[src/rtl/ram_access_pkg.sv]
// Shared types and constants for the RAM access controller.
package ram_access_pkg;

    localparam int unsigned ADDR_W_DEF = 5;
    localparam int unsigned DATA_W_DEF = 8;
    localparam int unsigned RD_LAT_MAX = 3;
    localparam int unsigned RD_CNT_W   = $clog2(RD_LAT_MAX);

    typedef enum logic [1:0] {
        IDLE    = 2'd0,
        WRITE   = 2'd1,
        RD_WAIT = 2'd2,
        CAPTURE = 2'd3
    } state_e;

endpackage

[src/rtl/ram_access_ctrl_if.sv]
// Request, RAM-side and result signals of ram_access_ctrl.
// master = requester side, slave = controller side.
interface ram_access_ctrl_if
    import ram_access_pkg::*;
#(
    parameter int unsigned ADDR_W = ADDR_W_DEF,
    parameter int unsigned DATA_W = DATA_W_DEF
) ();

    logic              req_valid;
    logic              req_write;
    logic [ADDR_W-1:0] req_addr;
    logic [DATA_W-1:0] req_data;
    logic              req_ready;
    logic [ADDR_W-1:0] ram_address;
    logic [DATA_W-1:0] ram_data;
    logic              ram_wren;
    logic [DATA_W-1:0] ram_q;
    logic              rd_valid;
    logic [DATA_W-1:0] rd_data;
    logic              wr_done;
    logic              verify_err;

    modport master (
        output req_valid, req_write, req_addr, req_data, ram_q,
        input  req_ready, ram_address, ram_data, ram_wren,
        input  rd_valid, rd_data, wr_done, verify_err
    );

    modport slave (
        input  req_valid, req_write, req_addr, req_data, ram_q,
        output req_ready, ram_address, ram_data, ram_wren,
        output rd_valid, rd_data, wr_done, verify_err
    );

endinterface

[src/rtl/ram_access_ctrl.sv]
// Single-port RAM access controller: one read or write per request, fixed read latency.
// Optional write readback verify enabled by defining RAM_ACCESS_READBACK_EN.
module ram_access_ctrl
    import ram_access_pkg::*;
#(
    parameter int unsigned ADDR_W = ADDR_W_DEF,
    parameter int unsigned DATA_W = DATA_W_DEF,
    parameter int unsigned RD_LAT = 1
) (
    input  logic               CLOCK_50,
    input  logic               RESET_N,
    ram_access_ctrl_if.slave   bus
);

    localparam logic [RD_CNT_W-1:0] CNT_LOAD = RD_CNT_W'(RD_LAT - 1);

    state_e              state_q, state_d;
    logic [RD_CNT_W-1:0] cnt_q, cnt_d;
    logic [ADDR_W-1:0]   addr_q, addr_d;
    logic [DATA_W-1:0]   wdata_q, wdata_d;
    logic [DATA_W-1:0]   rd_data_q, rd_data_d;
    logic                ready_q, ready_d;
    logic                wren_q, wren_d;
    logic                rd_valid_q, rd_valid_d;
    logic                wr_done_q, wr_done_d;
    logic                accept_c;
`ifdef RAM_ACCESS_READBACK_EN
    logic                is_wr_q, is_wr_d;
    logic                verr_q, verr_d;
`endif

    // Next-state, latched request and pulse generation
    always_comb begin
        state_d    = state_q;
        cnt_d      = cnt_q;
        addr_d     = addr_q;
        wdata_d    = wdata_q;
        rd_data_d  = rd_data_q;
        rd_valid_d = 1'b0;
        wr_done_d  = 1'b0;
`ifdef RAM_ACCESS_READBACK_EN
        is_wr_d    = is_wr_q;
        verr_d     = verr_q;
`endif
        accept_c   = (state_q == IDLE) && bus.req_valid;

        case (state_q)
            IDLE: begin
                if (accept_c) begin
                    addr_d  = bus.req_addr;
                    wdata_d = bus.req_data;
                    cnt_d   = CNT_LOAD;
                    state_d = bus.req_write ? WRITE : RD_WAIT;
`ifdef RAM_ACCESS_READBACK_EN
                    is_wr_d = bus.req_write;
                    if (bus.req_write) verr_d = 1'b0;
`endif
                end
            end
            WRITE: begin
`ifdef RAM_ACCESS_READBACK_EN
                // Read the just-written word back at the same address
                cnt_d   = CNT_LOAD;
                state_d = RD_WAIT;
`else
                wr_done_d = 1'b1;
                state_d   = IDLE;
`endif
            end
            RD_WAIT: begin
                if (cnt_q == '0) state_d = CAPTURE;
                else             cnt_d   = cnt_q - RD_CNT_W'(1);
            end
            CAPTURE: begin
                rd_data_d  = bus.ram_q;
                rd_valid_d = 1'b1;
                state_d    = IDLE;
`ifdef RAM_ACCESS_READBACK_EN
                if (is_wr_q) begin
                    wr_done_d = 1'b1;
                    if (bus.ram_q != wdata_q) verr_d = 1'b1;
                end
`endif
            end
            default: state_d = IDLE;
        endcase

        ready_d = (state_d == IDLE);
        wren_d  = (state_d == WRITE);
    end

    always_ff @(posedge CLOCK_50 or negedge RESET_N) begin
        if (!RESET_N) begin
            state_q    <= IDLE;
            cnt_q      <= '0;
            addr_q     <= '0;
            wdata_q    <= '0;
            rd_data_q  <= '0;
            ready_q    <= 1'b1;
            wren_q     <= 1'b0;
            rd_valid_q <= 1'b0;
            wr_done_q  <= 1'b0;
`ifdef RAM_ACCESS_READBACK_EN
            is_wr_q    <= 1'b0;
            verr_q     <= 1'b0;
`endif
        end else begin
            state_q    <= state_d;
            cnt_q      <= cnt_d;
            addr_q     <= addr_d;
            wdata_q    <= wdata_d;
            rd_data_q  <= rd_data_d;
            ready_q    <= ready_d;
            wren_q     <= wren_d;
            rd_valid_q <= rd_valid_d;
            wr_done_q  <= wr_done_d;
`ifdef RAM_ACCESS_READBACK_EN
            is_wr_q    <= is_wr_d;
            verr_q     <= verr_d;
`endif
        end
    end

    assign bus.req_ready   = ready_q;
    assign bus.ram_address = addr_q;
    assign bus.ram_data    = wdata_q;
    assign bus.ram_wren    = wren_q;
    assign bus.rd_valid    = rd_valid_q;
    assign bus.rd_data     = rd_data_q;
    assign bus.wr_done     = wr_done_q;
`ifdef RAM_ACCESS_READBACK_EN
    assign bus.verify_err  = verr_q;
`else
    assign bus.verify_err  = 1'b0;
`endif

endmodule

[src/flat_wrapper.sv]
// flat-port wrapper written by rule: the top's interface ports become plain ports
module ram_access_ctrl_flat import ram_access_pkg::*;
#(
    parameter int unsigned ADDR_W = ADDR_W_DEF,
    parameter int unsigned DATA_W = DATA_W_DEF,
    parameter int unsigned RD_LAT = 1
)
  (CLOCK_50, RESET_N, bus_req_valid, bus_req_write, bus_req_addr, bus_req_data, bus_ram_q, bus_req_ready, bus_ram_address, bus_ram_data, bus_ram_wren, bus_rd_valid, bus_rd_data, bus_wr_done, bus_verify_err);
  ram_access_ctrl_if #(.ADDR_W(ADDR_W), .DATA_W(DATA_W)) bus_i ();
  input  logic CLOCK_50;
  input  logic RESET_N;
  input wire logic [$bits(bus_i.req_valid)-1:0] bus_req_valid;
  input wire logic [$bits(bus_i.req_write)-1:0] bus_req_write;
  input wire logic [$bits(bus_i.req_addr)-1:0] bus_req_addr;
  input wire logic [$bits(bus_i.req_data)-1:0] bus_req_data;
  input wire logic [$bits(bus_i.ram_q)-1:0] bus_ram_q;
  output wire logic [$bits(bus_i.req_ready)-1:0] bus_req_ready;
  output wire logic [$bits(bus_i.ram_address)-1:0] bus_ram_address;
  output wire logic [$bits(bus_i.ram_data)-1:0] bus_ram_data;
  output wire logic [$bits(bus_i.ram_wren)-1:0] bus_ram_wren;
  output wire logic [$bits(bus_i.rd_valid)-1:0] bus_rd_valid;
  output wire logic [$bits(bus_i.rd_data)-1:0] bus_rd_data;
  output wire logic [$bits(bus_i.wr_done)-1:0] bus_wr_done;
  output wire logic [$bits(bus_i.verify_err)-1:0] bus_verify_err;
  assign bus_i.req_valid = bus_req_valid;
  assign bus_i.req_write = bus_req_write;
  assign bus_i.req_addr = bus_req_addr;
  assign bus_i.req_data = bus_req_data;
  assign bus_i.ram_q = bus_ram_q;
  assign bus_req_ready = bus_i.req_ready;
  assign bus_ram_address = bus_i.ram_address;
  assign bus_ram_data = bus_i.ram_data;
  assign bus_ram_wren = bus_i.ram_wren;
  assign bus_rd_valid = bus_i.rd_valid;
  assign bus_rd_data = bus_i.rd_data;
  assign bus_wr_done = bus_i.wr_done;
  assign bus_verify_err = bus_i.verify_err;
  ram_access_ctrl #(.ADDR_W(ADDR_W), .DATA_W(DATA_W), .RD_LAT(RD_LAT)) u_core (.CLOCK_50(CLOCK_50), .RESET_N(RESET_N), .bus(bus_i));
endmodule
[config.mk]
export PLATFORM = sky130hd
export DESIGN_NAME = ram_access_ctrl_flat
export DESIGN_NICKNAME = d
export VERILOG_FILES = /design/src/rtl/ram_access_pkg.sv /design/src/rtl/ram_access_ctrl_if.sv /design/src/rtl/ram_access_ctrl.sv /design/src/flat_wrapper.sv
export SDC_FILE = /design/constraint.sdc
export NUM_CORES = 1
export LEC_CHECK = 0
export BUFFER_PORTS_ARGS = -buffer_cell sky130_fd_sc_hd__buf_2
export CAP_MARGIN = 20
export CELL_PAD_IN_SITES_DETAIL_PLACEMENT = 1
export CELL_PAD_IN_SITES_GLOBAL_PLACEMENT = 1
export CORE_MARGIN = 10
export CORE_UTILIZATION = 35
export DETAILED_ROUTE_END_ITERATION = 8
export PLACE_DENSITY = 0.82
export SLEW_MARGIN = 20
export SYNTH_ARGS = -nofsm -noshare
export SYNTH_HDL_FRONTEND = slang
export SYNTH_SLANG_ARGS = --single-unit
[constraint.sdc]
create_clock -name CLOCK_50 -period 3.2 [get_ports CLOCK_50]
set_clock_uncertainty 0.2 [all_clocks]
set_input_delay 0 -clock CLOCK_50 [delete_from_list [all_inputs] [get_ports CLOCK_50]]
set_output_delay 0 -clock CLOCK_50 [all_outputs]
set_load 0.1 [all_outputs]
# Word level (Yosys, flattened, before mapping)
# Index checks and enable logic that the tools add are counted.
# word_totals
regBits	29
# classes
addsub	1
eq_ne	6
n_mux	9
reduce_logical	8
# ops
op	n
$mux W2	5
$logic_not A2 Y1	3
$pmux W2 S3	1
$eq A2 B1 Y1 const B	2
$eq A2 B2 Y1 const B	2
$pmux W2 S2	1
$reduce_and A3 Y1	1
$mux W1	2
$ne A2 B1 Y1 const B	1
$ne A2 B2 Y1 const B	1
$reduce_and A2 Y1	1
$reduce_bool A2 Y1	1
$reduce_or A2 Y1	1
$sub A2 B1 Y2 const B	1
$logic_and A1 B1 Y1	1

# Logic depth before layout (Yosys ltp)
# Gate-level depths: netlist (run 1).
# depth
depth_word	5
depth_mapped	4
ltp_nobuf	4

# Worst setup path before layout (run 1)
# OpenSTA, ideal clock, no wires.
# synth_timing
path_type	register to register
startpoint	reg u_core.state_q[0]
endpoint	reg u_core.addr_q[0], in the netlist u_core.bus.ram_address[0]
setup_ns	0.128
arrival_time_ns	1.238
required_ns	2.872
slack_ns	1.633
stages_incl_launch_ff	5
n_path_buf	2
period_less_slack_ns	1.567
path_cell_list	dfrtp_1 > buf_2 > nor3b_4 > buf_6 > mux2_1
# synth_between
elab_chain_len	3
# synth_rtl
item	line_no	rtl
start: declaration	ram_access_ctrl.sv:17	state_e state_q, state_d;
start signal: assignment	ram_access_ctrl.sv:108	state_q <= state_d;
$logic_not A2 Y1 (*)	ram_access_ctrl.sv:45, ram_access_ctrl.sv:47	
$logic_and A1 B1 Y1	ram_access_ctrl.sv:45	accept_c = (state_q == IDLE) && bus.req_valid;
$reduce_and A2 Y1 (no source line) (*)	-	
end signal: assignment	ram_access_ctrl.sv:110	addr_q <= addr_d;
end: declaration	ram_access_ctrl.sv:19	logic [ADDR_W-1:0] addr_q, addr_d;
# Every way passes the cells marked *; elsewhere a longest branch is shown, timed or not.
# A chain may end at the register's enable or synchronous reset.

# Worst setup path after layout (run 1)
# layout_timing
startpoint	reg u_core.state_q[1]
endpoint	reg u_core.addr_q[2], in the netlist u_core.bus.ram_address[2]
# The elaborated chain is that of the path after synthesis.

==> results of run 1 <==
[worst max-delay path, delay by kind of cell (launching register included)]
family	cells	cell delay (ps)
muxes	1	420
DFF	1	530
and+or+nand+nor	1	620
[kinds of logic (layout without fill, tap and decap cells)]
kind of cell	Yosys count	after routing	share of synthesized area [%]
flip-flops	29	29	63.6
multiplexers	21	21	20.7
AND/OR/NAND/NOR	12	12	7.44
buffers and inverters	8	86	3.83
AO/OA/AOI/OAI	5	5	3.06
adder cells (fa/ha/maj)	1	1	1.09
other	1	1	0.328
[routing by layer]
metal / wire length [um] / global-route usage, % / part of all wire (%)
met5: 0 / 0 / 0
met4: 67 / 7.12 / 1.8
met3: 247 / 4.08 / 6.5
met2: 1900 / 21.5 / 50
met1: 1560 / 14.7 / 41
[Yosys cell counts]
library cell	n	share of area, %
sky130_fd_sc_hd__nor3b_4	1	1.6
sky130_fd_sc_hd__buf_4	1	0.66
sky130_fd_sc_hd__nor3_1	1	0.44
sky130_fd_sc_hd__o21bai_1	1	0.66
sky130_fd_sc_hd__nor4b_1	2	1.5
sky130_fd_sc_hd__conb_1	1	0.33
sky130_fd_sc_hd__nand3b_1	1	0.66
sky130_fd_sc_hd__buf_2	2	0.88
sky130_fd_sc_hd__dfstp_2	1	2.3
sky130_fd_sc_hd__mux2_1	10	9.8
sky130_fd_sc_hd__buf_6	1	0.98
sky130_fd_sc_hd__and3_1	2	1.1
sky130_fd_sc_hd__a21oi_1	2	0.88
sky130_fd_sc_hd__dfrtp_1	28	61
sky130_fd_sc_hd__a211o_1	2	1.5
sky130_fd_sc_hd__mux2_2	11	11
sky130_fd_sc_hd__ha_1	1	1.1
sky130_fd_sc_hd__nor2b_1	1	0.55
sky130_fd_sc_hd__nand2b_1	1	0.55
sky130_fd_sc_hd__nand2_1	3	0.98
sky130_fd_sc_hd__inv_1	4	1.3
[area by class of cell]
class,instances,area (um2),area share [%]
clock inverters,1,5.00,0.288
inverters,4,15.0,0.865
clock buffers,7,65.1,3.75
repair buffers,74,495,28.6
flip-flops and latches,29,727,41.9
multi-input cells,40,373,21.5
well taps,44,55.1,3.17
[worst paths after layout]
check                                          start                   endpoint  slack [ps]  cells after the start
max                                u_core.state_q[1]  u_core.bus.ram_address[2]        1310                      2
min                                          RESET_N     u_core.bus.ram_data[3]           9                      2
max reg2reg                        u_core.state_q[1]  u_core.bus.ram_address[2]        1310                      2
min reg2reg                u_core.bus.ram_address[0]  u_core.bus.ram_address[0]         300                      1
max in group asynchronous                    RESET_N          u_core.state_q[0]        2370                      2
min in group CLOCK_50                bus_req_data[7]     u_core.bus.ram_data[7]         220                      3
[through the flow]
stage | setup WS [ps] | hold WS (ps) | util [%] | cells | area (um2)
2_1_floorplan | 1630 | -496 | - | 77 | 1140
6_report | 1310 | 8.91 | 55.9 | 199 | 1740
3_3_place_gp | 1430 | -155 | 45.6 | 166 | 1420
3_5_place_dp | 1330 | -145 | 45.6 | 166 | 1420
4_1_cts | 1310 | 43.9 | 55.9 | 199 | 1740
5_1_grt | 1220 | 78.1 | 55.9 | 199 | 1740
[sequential cells by signal (all words and copies together), names as in the netlist]
register	flops
u_core.bus.wr_done	1
u_core.bus.ram_wren	1
u_core.bus.rd_valid	1
u_core.bus.rd_data	8
u_core.cnt_q	2
u_core.bus.req_ready	1
u_core.bus.ram_address	5
u_core.bus.ram_data	8
u_core.state_q	2
==> flow_summary.html, run 1 <==
<table>
<tr><th>Metric</th><th>Value</th></tr>
<tr><th colspan="2">Clock network</th></tr>
<tr><td>Clock Path Buffers</td><td>2</td></tr>
<tr><td>Clock tree from TritonCTS</td><td>yes</td></tr>
<tr><td>Hold bufs inserted after CTS</td><td>25</td></tr>
<tr><td>Root buffer cell</td><td>sky130_fd_sc_hd__clkbuf_4</td></tr>
<tr><td>Number of H-tree levels</td><td>2</td></tr>
<tr><td>Number of buffers created by CTS</td><td>5</td></tr>
<tr><td>Setup fix buffers added after clock tree synthesis</td><td>0</td></tr>
<tr><td>Number of clock sinks</td><td>29</td></tr>
<tr><td>CTS resizes</td><td>0</td></tr>
<tr><td>Clock-pin transition on the worst setup and hold timing paths</td><td>100 ps</td></tr>
<tr><td>Clock Latency Late Sink</td><td>roughly 340 ps</td></tr>
<tr><th colspan="2">GRT</th></tr>
<tr><td>Number of antenna violations at the first check in global routing</td><td>0</td></tr>
<tr><td>Overall global routing resource usage</td><td>13.1%</td></tr>
<tr><td>Largest net degree at the start of global routing</td><td>30</td></tr>
<tr><td>Vias in the first global route</td><td>1035</td></tr>
<tr><td>First-pass GRT wire length</td><td>roughly 6000 um</td></tr>
<tr><td>Global route overflow</td><td>0</td></tr>
<tr><th colspan="2">Floorplanning</th></tr>
<tr><td>I/O pins</td><td>51</td></tr>
<tr><td>Die Outline Area</td><td>0.00595 mm2</td></tr>
<tr><td>Die height</td><td>77.2 um</td></tr>
<tr><td>Starting utilization of the core area</td><td>36.9%</td></tr>
<tr><td>Core area</td><td>0.00310 mm2</td></tr>
<tr><td>Horizontal extent of the die</td><td>77.2 um</td></tr>
<tr><td>Count of standard-cell rows</td><td>20</td></tr>
<tr><th colspan="2">Yosys</th></tr>
<tr><td>Number of distinct library cells after synthesis</td><td>21</td></tr>
<tr><td>Count of state elements after synthesis</td><td>29</td></tr>
<tr><td>Synth Area per Inst</td><td>14.9 um2</td></tr>
<tr><td>Register area share after synthesis</td><td>63.6%</td></tr>
<tr><td>Count of mapped cells out of synthesis</td><td>77</td></tr>
<tr><td>Number of nets produced by synthesis</td><td>103</td></tr>
<tr><td>Area of the mapped netlist</td><td>0.00114 mm2</td></tr>
<tr><td>Yosys warnings</td><td>0</td></tr>
<tr><th colspan="2">Critical path</th></tr>
<tr><td>Classification of the worst setup path</td><td>reg -&gt; reg</td></tr>
<tr><td>CP max stage delay</td><td>between 600 and 700 ps</td></tr>
<tr><td>Top fanout value on the critical path</td><td>13</td></tr>
<tr><td>List of cells traversed by the critical path</td><td>nor3b_4 -&gt; mux2_1</td></tr>
<tr><td>Data arrival time of the worst path</td><td>between 1500 and 2000 ps</td></tr>
<tr><td>Worst setup SP type</td><td>flop</td></tr>
<tr><td>Req. time, crit path</td><td>3220 ps</td></tr>
<tr><td>Cell at the slowest stage of the critical path</td><td>sky130_fd_sc_hd__nor3b_4</td></tr>
<tr><td>Kind of capture point of the worst setup path</td><td>flop</td></tr>
<tr><th colspan="2">Route</th></tr>
<tr><td>DRC viols</td><td>0</td></tr>
<tr><td>Wire length after detailed routing</td><td>3780 um</td></tr>
<tr><td>Iteration-0 DRC count of the detailed router</td><td>43</td></tr>
<tr><td>Via density per instance</td><td>4.52</td></tr>
<tr><td>Antenna-violating nets left</td><td>0</td></tr>
<tr><td>DR WL/cell</td><td>about 19 um</td></tr>
<tr><td>Drt first pass iters</td><td>4</td></tr>
<tr><td>Routed vias</td><td>900</td></tr>
<tr><th colspan="2">Timing</th></tr>
<tr><td>Least-Margin Pin Slew</td><td>661 ps</td></tr>
<tr><td>Min Clock Period, post-route</td><td>1890 ps</td></tr>
<tr><td>Hold Vio Cnt, Final</td><td>0</td></tr>
<tr><td>Endpoints failing setup</td><td>0</td></tr>
<tr><td>Relative max-transition margin</td><td>a little under three fifths</td></tr>
<tr><td>Portion of the clock cycle consumed by the worst path in the final layout</td><td>58.9%</td></tr>
<tr><td>Maximum operating frequency</td><td>0.531 GHz</td></tr>
<tr><td>Setup repair after global routing missed its margin</td><td>no</td></tr>
<tr><td>Total negative setup slack</td><td>0 ps</td></tr>
<tr><td>Number of pins with negative max-slew slack in the final report</td><td>0</td></tr>
<tr><th colspan="2">Layout</th></tr>
<tr><td>NumNets Final</td><td>180</td></tr>
<tr><td>Inserted Diodes</td><td>0</td></tr>
<tr><td>Fillcell total</td><td>~350</td></tr>
<tr><td>Most frequent cells in the layout</td><td>49 x sky130_fd_sc_hd__buf_2, 28 x sky130_fd_sc_hd__dfrtp_1, 25 x sky130_fd_sc_hd__dlygate4sd3_1, 11 x sky130_fd_sc_hd__mux2_2, 10 x sky130_fd_sc_hd__mux2_1</td></tr>
<tr><td>Layout Area Growth over Synthesis</td><td>51.8%</td></tr>
<tr><td>Proportion of layout cells with a drive suffix above 1</td><td>45.2%</td></tr>
<tr><td>Leading cell type in the layout, fill and taps excluded</td><td>sky130_fd_sc_hd__buf_2</td></tr>
<tr><th colspan="2">Status</th></tr>
<tr><td>Outcome</td><td>complete, no violations</td></tr>
<tr><th colspan="2">Flow run</th></tr>
<tr><td>Max Cap Violations</td><td>0</td></tr>
<tr><th colspan="2">Placement</th></tr>
<tr><td>Post-detailed-placement half-perimeter wirelength</td><td>2330 um</td></tr>
<tr><td>Routability Congestion</td><td>0.690</td></tr>
<tr><td># port buffers</td><td>49</td></tr>
<tr><th colspan="2">Worst hold path</th></tr>
<tr><td>Min-Delay Path Class</td><td>in -&gt; async</td></tr>
</table>
Power of run 1 is left out: the tool's default activity adds up to more than one toggle a clock period on the data nets, which glitch-free logic cannot reach.
==> run 2: changes to the inputs <==
Clock period 3.2 ns to 1.9 ns, I/O delays scaled along.
==> run 2 against run 1 <==
Effect of this change: hold slack gained 5.8 ps; die area is the same; first-iteration DRC count is 23% lower; global-route usage decreased by 0.81 points; wire length is 9.0% lower; maximum frequency rose by 17%; final cell count up 0.50%; register-to-register slack got worse by 1000 ps.
==> flow_summary.html, run 2 (same netlist as run 1, synthesis figures left out) <==
<table>
<tr><th>Metric</th><th>Value</th></tr>
<tr><th colspan="2">Status</th></tr>
<tr><td>Outcome</td><td>complete, no violations</td></tr>
<tr><th colspan="2">Route</th></tr>
<tr><td>Wire length on met1</td><td>1420 um</td></tr>
<tr><td>Wire length after detailed routing</td><td>3430 um</td></tr>
<tr><td>DRC viols</td><td>0</td></tr>
<tr><td>Drt first pass iters</td><td>2</td></tr>
<tr><td>Antenna-violating nets left</td><td>0</td></tr>
<tr><td>Iteration-0 DRC count of the detailed router</td><td>33</td></tr>
<tr><td>Routed vias</td><td>around 900</td></tr>
<tr><td>Metal2 WL</td><td>1730 um</td></tr>
<tr><td>Total length of routed met3 wires</td><td>235 um</td></tr>
<tr><td>Via density per instance</td><td>between 4 and 5</td></tr>
<tr><td>DR WL/cell</td><td>17.2 um</td></tr>
<tr><td>Top routing layer in use</td><td>met4</td></tr>
<tr><th colspan="2">Critical path</th></tr>
<tr><td>Cell at the slowest stage of the critical path</td><td>sky130_fd_sc_hd__dfrtp_1</td></tr>
<tr><td>Reg-to-Reg Start</td><td>u_core.state_q[1]</td></tr>
<tr><td>Buffers and inverters on the worst path</td><td>1</td></tr>
<tr><td>Gate family responsible for the most delay along the worst path</td><td>flip-flops</td></tr>
<tr><td>CP max stage delay</td><td>~510 ps</td></tr>
<tr><td>Data arrival time of the worst path</td><td>1620 ps</td></tr>
<tr><td>Req. time, crit path</td><td>1920 ps</td></tr>
<tr><td>Top fanout value on the critical path</td><td>13</td></tr>
<tr><td>Path depth of the worst reg2reg path</td><td>3</td></tr>
<tr><td>Kind of capture point of the worst setup path</td><td>flop</td></tr>
<tr><td>Worst setup SP type</td><td>flop</td></tr>
<tr><td>List of cells traversed by the critical path</td><td>nor3b_4 -&gt; buf_4 -&gt; mux2_1</td></tr>
<tr><td>Classification of the worst setup path</td><td>reg -&gt; reg</td></tr>
<tr><td>Endpoint of the lowest-slack register-to-register path</td><td>u_core.bus.ram_address[3]</td></tr>
<tr><td>Reg2reg setup slack</td><td>290 ps</td></tr>
<tr><th colspan="2">Timing</th></tr>
<tr><td>Least-Margin Pin Slew</td><td>627 ps</td></tr>
<tr><td>Total negative setup slack</td><td>0 ps</td></tr>
<tr><td>Setup repair after global routing missed its margin</td><td>no</td></tr>
<tr><td>Endpoints failing setup</td><td>0</td></tr>
<tr><td>Relative max-transition margin</td><td>about three fifths</td></tr>
<tr><td>Hold Vio Cnt, Final</td><td>0</td></tr>
<tr><td>Number of pins with negative max-slew slack in the final report</td><td>0</td></tr>
<tr><td>Portion of the clock cycle consumed by the worst path in the final layout</td><td>84.5%</td></tr>
<tr><td>Maximum operating frequency</td><td>0.623 GHz</td></tr>
<tr><td>Final critical-path setup slack</td><td>between 200 and 300 ps</td></tr>
<tr><td>Min Clock Period, post-route</td><td>1610 ps</td></tr>
<tr><th colspan="2">Clock network</th></tr>
<tr><td>Clock Path Buffers</td><td>2</td></tr>
<tr><td>Number of buffers created by CTS</td><td>5</td></tr>
<tr><td>Clock tree from TritonCTS</td><td>yes</td></tr>
<tr><td>Number of H-tree levels</td><td>2</td></tr>
<tr><td>Number of clock sinks</td><td>29</td></tr>
<tr><td>Root buffer cell</td><td>sky130_fd_sc_hd__clkbuf_4</td></tr>
<tr><td>Clock Latency Late Sink</td><td>320 ps</td></tr>
<tr><td>Clock-pin transition on the worst setup and hold timing paths</td><td>around 100 ps</td></tr>
<tr><td>CTS resizes</td><td>0</td></tr>
<tr><td>Setup fix buffers added after clock tree synthesis</td><td>0</td></tr>
<tr><th colspan="2">Layout</th></tr>
<tr><td>Fillcell total</td><td>342</td></tr>
<tr><td>Inserted Diodes</td><td>0</td></tr>
<tr><td>Most frequent cells in the layout</td><td>49 x sky130_fd_sc_hd__buf_2, 28 x sky130_fd_sc_hd__dfrtp_1, 25 x sky130_fd_sc_hd__dlygate4sd3_1, 11 x sky130_fd_sc_hd__mux2_2, 10 x sky130_fd_sc_hd__mux2_1</td></tr>
<tr><td>NumNets Final</td><td>181</td></tr>
<tr><td>Proportion of layout cells with a drive suffix above 1</td><td>44.9%</td></tr>
<tr><td>Leading cell type in the layout, fill and taps excluded</td><td>sky130_fd_sc_hd__buf_2</td></tr>
<tr><td>Post-route non-filler standard cell count</td><td>200</td></tr>
<tr><td>Layout Area Growth over Synthesis</td><td>50.8%</td></tr>
<tr><th colspan="2">GRT</th></tr>
<tr><td>Largest net degree at the start of global routing</td><td>30</td></tr>
<tr><td>Vias in the first global route</td><td>1016</td></tr>
<tr><td>Number of antenna violations at the first check in global routing</td><td>0</td></tr>
<tr><td>Global route overflow</td><td>0</td></tr>
<tr><td>First-pass GRT wire length</td><td>5620 um</td></tr>
<tr><td>Overall global routing resource usage</td><td>12.3%</td></tr>
<tr><th colspan="2">Floorplanning</th></tr>
<tr><td>I/O pins</td><td>51</td></tr>
<tr><td>Core area</td><td>between 0.003 and 0.004 mm2</td></tr>
<tr><td>Die height</td><td>about 77 um</td></tr>
<tr><td>Starting utilization of the core area</td><td>36.9%</td></tr>
<tr><td>Count of standard-cell rows</td><td>20</td></tr>
<tr><td>Horizontal extent of the die</td><td>77.2 um</td></tr>
<tr><td>Die Outline Area</td><td>0.00595 mm2</td></tr>
<tr><th colspan="2">Placement</th></tr>
<tr><td>Routability Congestion</td><td>0.729</td></tr>
<tr><td>Post-detailed-placement half-perimeter wirelength</td><td>around 2200 um</td></tr>
<tr><td>Count of placed standard cells including taps</td><td>167</td></tr>
<tr><td># port buffers</td><td>slightly below 50</td></tr>
<tr><td>Worst setup slack before clock tree synthesis</td><td>270 ps</td></tr>
<tr><th colspan="2">Flow run</th></tr>
<tr><td>Max Cap Violations</td><td>0</td></tr>
<tr><th colspan="2">Worst hold path</th></tr>
<tr><td>Min-Delay Path Class</td><td>in -&gt; async</td></tr>
</table>
-- run 2: how the worst max path moves through the flow --
stage | startpoint | endpoint | cells after the start
2_1_floorplan | u_core.state_q[0] | u_core.bus.ram_address[0] | 4
3_3_place_gp | u_core.state_q[1] | u_core.bus.ram_data[6] | 3
3_5_place_dp | u_core.state_q[1] | u_core.bus.ram_address[1] | 3
4_1_cts | u_core.state_q[1] | u_core.bus.ram_address[1] | 3
5_1_grt | u_core.state_q[1] | u_core.bus.ram_address[3] | 3
6_report | u_core.state_q[1] | u_core.bus.ram_address[3] | 3
-- run 2: repair_timing --
| action | CTS | global route |
|---|---|---|
| endpoints found under the setup margin | 0 | 0 |
| endpoints found under the hold margin | 56 | 0 |
| hold buffers | 25 | 0 |
-- run 2: stage by stage --
stage	hold slack, ps	instance area, um2	util, %
4_1_cts	37.7	1720	55.6
2_1_floorplan	-496	1140	-
3_5_place_dp	-139	1420	45.8
3_3_place_gp	-154	1420	45.8
6_report	14.7	1720	55.6
5_1_grt	25.7	1720	55.6
-- run 2: routing by layer --
metal  vias to the layer above  GRT usage, %
li1                        417             -
met3                         4          5.48
met1                       442          12.8
met5                         -             0
met4                         0          6.02
met2                        41          20.5
-- run 2: cell type report --
cell class | instances | area (um2) | share of cell area (%)
flip-flops and latches | 29 | 727 | 42.2
repair buffers | 75 | 503 | 29.2
multi-input cells | 40 | 373 | 21.6
well taps | 44 | 55.1 | 3.19
clock buffers | 6 | 41.3 | 2.39
inverters | 4 | 15.0 | 0.871
clock inverters | 2 | 10.0 | 0.581
Power of run 2 is left out for the same reason.
